===== src/rtl/instr_encoder.sv =====
// Instruction encoder: packs decoded requests into 32-bit words and streams them to imem.
// Optional running XOR of written words: define INSTR_ENC_CHECKSUM_EN.
module instr_encoder #(
   parameter int ADDR_W     = 8,
   parameter int FIFO_DEPTH = 4
) (
   input  logic              clk,
   input  logic              rst,
   input  logic              start,
   input  logic [ADDR_W-1:0] base_addr,
   input  logic              finish,
   input  logic              req_valid,
   output logic              req_ready,
   input  logic [1:0]        req_class,
   input  logic [3:0]        req_alu_op,
   input  logic              req_imm,
   input  logic [31:0]       req_imm_val,
   input  logic              req_load,
   input  logic [3:0]        req_rn,
   input  logic [3:0]        req_rd,
   input  logic [3:0]        req_rm,
   input  logic [31:0]       req_offset,
   output logic              imem_valid,
   input  logic              imem_ready,
   output logic [ADDR_W-1:0] imem_addr,
   output logic [31:0]       imem_wdata,
   output logic              busy,
   output logic              done,
   output logic              err_illegal,
   output logic              err_sticky,
   output logic [ADDR_W:0]   words_written,
   output logic [31:0]       checksum
);

   localparam int PW = $clog2(FIFO_DEPTH);
   localparam logic [PW:0] FULL_CNT = FIFO_DEPTH[PW:0];

   typedef enum logic [1:0] {IDLE, RUN, DRAIN, DONE} state_e;

   state_e            state_q;
   logic [31:0]       fifo_q [FIFO_DEPTH];
   logic [PW-1:0]     wptr_q, rptr_q;
   logic [PW:0]       cnt_q;
   logic [ADDR_W-1:0] addr_q;
   logic [ADDR_W:0]   remaining_q, ww_q, remaining_d;
   logic              err_q, sticky_q;
   logic [31:0]       word_d;
   logic              legal_d, full, empty, accept, push, pop;

   assign full       = (cnt_q == FULL_CNT);
   assign empty      = (cnt_q == '0);
   assign req_ready  = (state_q == RUN) && !full && (remaining_q != '0);
   assign accept     = req_valid && req_ready;
   assign push       = accept && legal_d;
   assign pop        = !empty && imem_ready;
   assign remaining_d = {1'b1, {ADDR_W{1'b0}}} - {1'b0, base_addr};

   assign imem_valid    = !empty;
   assign imem_wdata    = fifo_q[rptr_q];
   assign imem_addr     = addr_q;
   assign busy          = (state_q == RUN) || (state_q == DRAIN);
   assign done          = (state_q == DONE);
   assign err_illegal   = err_q;
   assign err_sticky    = sticky_q;
   assign words_written = ww_q;

   always_comb begin
      word_d  = '0;
      legal_d = 1'b0;
      unique case (req_class)
         2'b00: begin
            legal_d = !(req_imm && |req_imm_val[31:8]);
            word_d  = {4'hE, 2'b00, req_imm, req_alu_op, 1'b0,
                       req_rn, req_rd, 12'h000};
            if (req_imm) word_d[7:0] = req_imm_val[7:0];
            else         word_d[3:0] = req_rm;
         end
         2'b01: begin
            legal_d = 1'b1;
            word_d  = {4'hE, 2'b01, 5'b0, req_load,
                       req_rn, req_rd, 12'h000};
         end
         2'b10: begin
            // offset must fit a signed 24-bit field
            legal_d = (&req_offset[31:23]) || !(|req_offset[31:23]);
            word_d  = {4'hE, 2'b10, 2'b00, req_offset[23:0]};
         end
         default: begin
            legal_d = 1'b0;
            word_d  = '0;
         end
      endcase
   end

   always_ff @(posedge clk) begin
      if (push) fifo_q[wptr_q] <= word_d;
   end

`ifdef INSTR_ENC_CHECKSUM_EN
   logic [31:0] cksum_q;
   always_ff @(posedge clk) begin
      if (rst)
         cksum_q <= '0;
      else if ((state_q == IDLE || state_q == DONE) && start)
         cksum_q <= '0;
      else if (pop)
         cksum_q <= cksum_q ^ fifo_q[rptr_q];
   end
   assign checksum = cksum_q;
`else
   assign checksum = 32'h0;
`endif

   always_ff @(posedge clk) begin
      if (rst) begin
         state_q     <= IDLE;
         wptr_q      <= '0;
         rptr_q      <= '0;
         cnt_q       <= '0;
         addr_q      <= '0;
         remaining_q <= '0;
         ww_q        <= '0;
         err_q       <= 1'b0;
         sticky_q    <= 1'b0;
      end else begin
         err_q <= accept && !legal_d;
         if (accept && !legal_d) sticky_q <= 1'b1;
         if (push) begin
            wptr_q      <= wptr_q + 1'b1;
            remaining_q <= remaining_q - 1'b1;
         end
         if (pop) begin
            rptr_q <= rptr_q + 1'b1;
            ww_q   <= ww_q + 1'b1;
            if (addr_q != '1) addr_q <= addr_q + 1'b1;
         end
         cnt_q <= cnt_q + {{PW{1'b0}}, push} - {{PW{1'b0}}, pop};
         unique case (state_q)
            IDLE, DONE: begin
               if (start) begin
                  state_q     <= RUN;
                  addr_q      <= base_addr;
                  ww_q        <= '0;
                  sticky_q    <= 1'b0;
                  remaining_q <= remaining_d;
               end
            end
            RUN: begin
               if (finish || (push && remaining_q == 1))
                  state_q <= DRAIN;
            end
            DRAIN: begin
               if (empty) state_q <= DONE;
            end
            default: state_q <= IDLE;
         endcase
      end
   end

endmodule


===== config.mk =====
export PLATFORM = sky130hd
export DESIGN_NAME = instr_encoder
export DESIGN_NICKNAME = d
export VERILOG_FILES = /design/src/rtl/instr_encoder.sv
export SDC_FILE = /design/constraint.sdc
export NUM_CORES = 1
export LEC_CHECK = 0
export CORE_MARGIN = 4
export CORE_UTILIZATION = 53
export DETAILED_ROUTE_END_ITERATION = 10
export GPL_ROUTABILITY_DRIVEN = 0
export PLACE_DENSITY = 0.86
export SYNTH_ARGS = -nofsm -noshare
export SYNTH_HDL_FRONTEND = slang
export SYNTH_SLANG_ARGS = --single-unit

===== constraint.sdc =====
create_clock -name clk -period 4.6 [get_ports clk]
set_input_delay 0.46 -clock clk [delete_from_list [all_inputs] [get_ports clk]]
set_output_delay 0.46 -clock clk [all_outputs]
set_load 0.03 [all_outputs]

==> reports/metrics.yaml <==
status: "completed"
portBuffers: 151
min_to: "err_sticky"
vias_per_cell: 5.528
synth.distinct_cells: 58
grtUsageTotal_pct: 21.54
critical_path_class: "register to output pin"
clock_skew_ns: 0.009577
dieArea_um2: 15350
worst_slew_pin_slew_ns: 1.181
cts_sinks: 155
diodes: 0
layout.nets: 797
antenna_found_initial: 0
routedWlPerCell_um: 18.76
drive_gt1_share_pct: 11.67
power_leakage_nw: 3.212
ant_nets: 0
regToRegSetupSlack_ns: 1.54
reg2reg_depth: 13
overflow: 0
cts_hold_buf: 0
areaGrowthSynthToFinish_pct: 29.44
drt-total-wl_um: 16320
cts.reportedPaths.clkPinSlew_ns: 0.06
synth.avg_cell_area_um2: 13.30
hold_path_class: "register to register"
fin_setup_tns_ns: 0
yosysMostFrequentCell: "edfxtp_1"
ys_warn_count: 0
worstPathArrival_ns: 2.77
worstPathRequired_ns: 4.14
drt_iter0_markers: 331
finalHoldViolations: 0
path_max_fanout: 24
cts_buffer_depth: 2
synth_area_leaders: "edfxtp_1 49%, dfxtp_1 11%, mux4_2 9.2%"
clock-root-buffer: "clkbuf_16"
fin_cells: 870
grt_pass1_vias: 4786
postSynthCellCount: 535
dp_hpwl_um: 10780
max_clock_freq_mhz: 309.2
ys_seq_area_share_pct: 59.91
cts_buffers: 17
min_from: "err_sticky"
multi_input_area_um2: 2511
setup_viol: 0
vias: 4809
cts_resized: 0
worst_setup_path_start_kind: "register"
worstReg2RegStart: "remaining_q[3]"
io_pins: 185
reg2reg_to: "cnt_q[2]"
coreArea_um2: 13190
fin_crit_sh_pct: 70.31
maxCapViolations: 0
whs_path_depth: 1
synth_area_leader_cell: "edfxtp_1"
cts_max_level: 4
postCtsSetupRepairBufs: 0
rsz0062_at_grt: "no"
synth_top_flop_cell: "edfxtp_1"
clk_latency_ns: 0.41
die_x_um: 123.9
dr.pass1.iters: 5
cts_tree: "done"
start_util_pct: 53.97
finalMaxSlewViolations: 0
synth_common_cells: "116 x edfxtp_1, 55 x nor2_1, 39 x dfxtp_1"
synth-seq-cells: 155
power_density_nw_per_um2: 497.0
seq_area_um2: 4265
cp-end-kind: "output pin"
fillCellCount: 891
grt_max_degree: 35
post-route-drc-count: 0
fin_crit_ns: 3.234
synth_edf_count: 116
synth.top_cell.area_share_pct: 48.94
slew_headroom_pct: 21.18
peakVddDrop_v: 0.0003378
dp.cells: 840
die_h_um: 123.9
syn-cell-area_um2: 7118
fp-row-count: 42
async_flop_share_pct: 0
holdWs_ns: 0.4988
grt_pass1_wl_um: 24920
==> registers in the layout, indices dropped and copies added (netlist names), named ones only <==
| name | cells |
|---|---|
| err_sticky | 1 |
| imem_addr | 8 |
| state_q | 2 |
| fifo_q | 116 |
| cnt_q | 3 |
| rptr_q | 2 |
| wptr_q | 2 |
| remaining_q | 9 |
| words_written | 9 |
| err_illegal | 1 |
==> how the worst max path moves through the flow <==
stage                         from        endpoint  depth (start not counted)
detailed placement  req_offset[30]        cnt_q[2]                         14
global placement    req_offset[29]        cnt_q[2]                         14
CTS                       register   imem_wdata[5]                          3
global route              register  imem_wdata[30]                          2
floorplan           req_offset[29]        cnt_q[2]                         15
finish                    register   imem_wdata[5]                          3
==> power breakdown <==
part	total (W)	switching, W	internal [W]
registers	0.00179	0.000172	0.00162
logic	0.00143	0.000747	0.000680
clock network	0.00136	0.000519	0.000841
total	0.00458	0.00144	0.00314
==> worst max-delay path, stage by stage, from the launching register on <==
cell and delay [ns]:
dfxtp_1 1.10, buf_4 0.32, mux4_2 0.34, clkdlybuf4s50_1 0.61
==> metrics by stage <==
step / utilization [%] / cell area [um2] / setup slack (ns) / power, W
2_1_floorplan: - / 7238 / 1.553 / 0.002752
4_1_cts: 69.85 / 9214 / 1.308 / 0.004610
3_5_place_dp: 65.47 / 8636 / 0.9887 / 0.003239
5_1_grt: 69.85 / 9214 / 1.209 / 0.004790
3_3_place_gp: 65.47 / 8636 / 1.108 / 0.003209
6_report: 69.85 / 9214 / 1.366 / 0.004580
==> per-layer routing <==
metal | global-route usage [%] | wire length [um] | part of all wire [%]
met1 | 25.81 | 6150 | 38
met4 | 7.598 | 389 | 2.4
met5 | 0 | 0 | 0
met3 | 4.814 | 1187 | 7.3
met2 | 38.29 | 8592 | 53
==> logic make-up after synthesis <==
group           after synthesis  synth area share, %
mux                          41                10.90
other cells                   1              0.05268
compound gates               54                4.940
fa+ha+maj                    16                2.918
buf+inv                      83                6.504
flops                       155                59.91
simple gates                157                11.34
xor+xnor                     28                3.445
==> layout by cell type, fill, tap and decap left out, drive strengths merged, types with 4 or more instances in the layout <==
master         Yosys  routed
clkdlybuf4s50      0     151
a21oi             17      17
xnor2             15      15
inv               24      25
clkinv             0       5
ha                15      15
xor2              13      13
nor3               9       9
edfxtp           116     116
o21ai             14      14
mux2i             10      10
and3               5       5
conb               1      33
nand3              5       5
dfxtp             39      39
mux4              29      29
nand2             31      31
and2               9       9
nor4              13      13
a211oi             9       9
nor2              55      55
or3                6       6
nand4              6       6
clkbuf            19      17
clkinvlp           0       4
buf               40       5
==> layout make-up <==
cell class / count / share of cell area [%]
clock inverters: 13 / 1.657
multi-input cells: 329 / 27.25
flip-flops and latches: 155 / 46.29
well taps: 176 / 2.390
inverters: 24 / 0.9777
repair buffers: 156 / 16.81
clock buffers: 17 / 4.617
No activity file was read; power rests on OpenSTA's default activity.
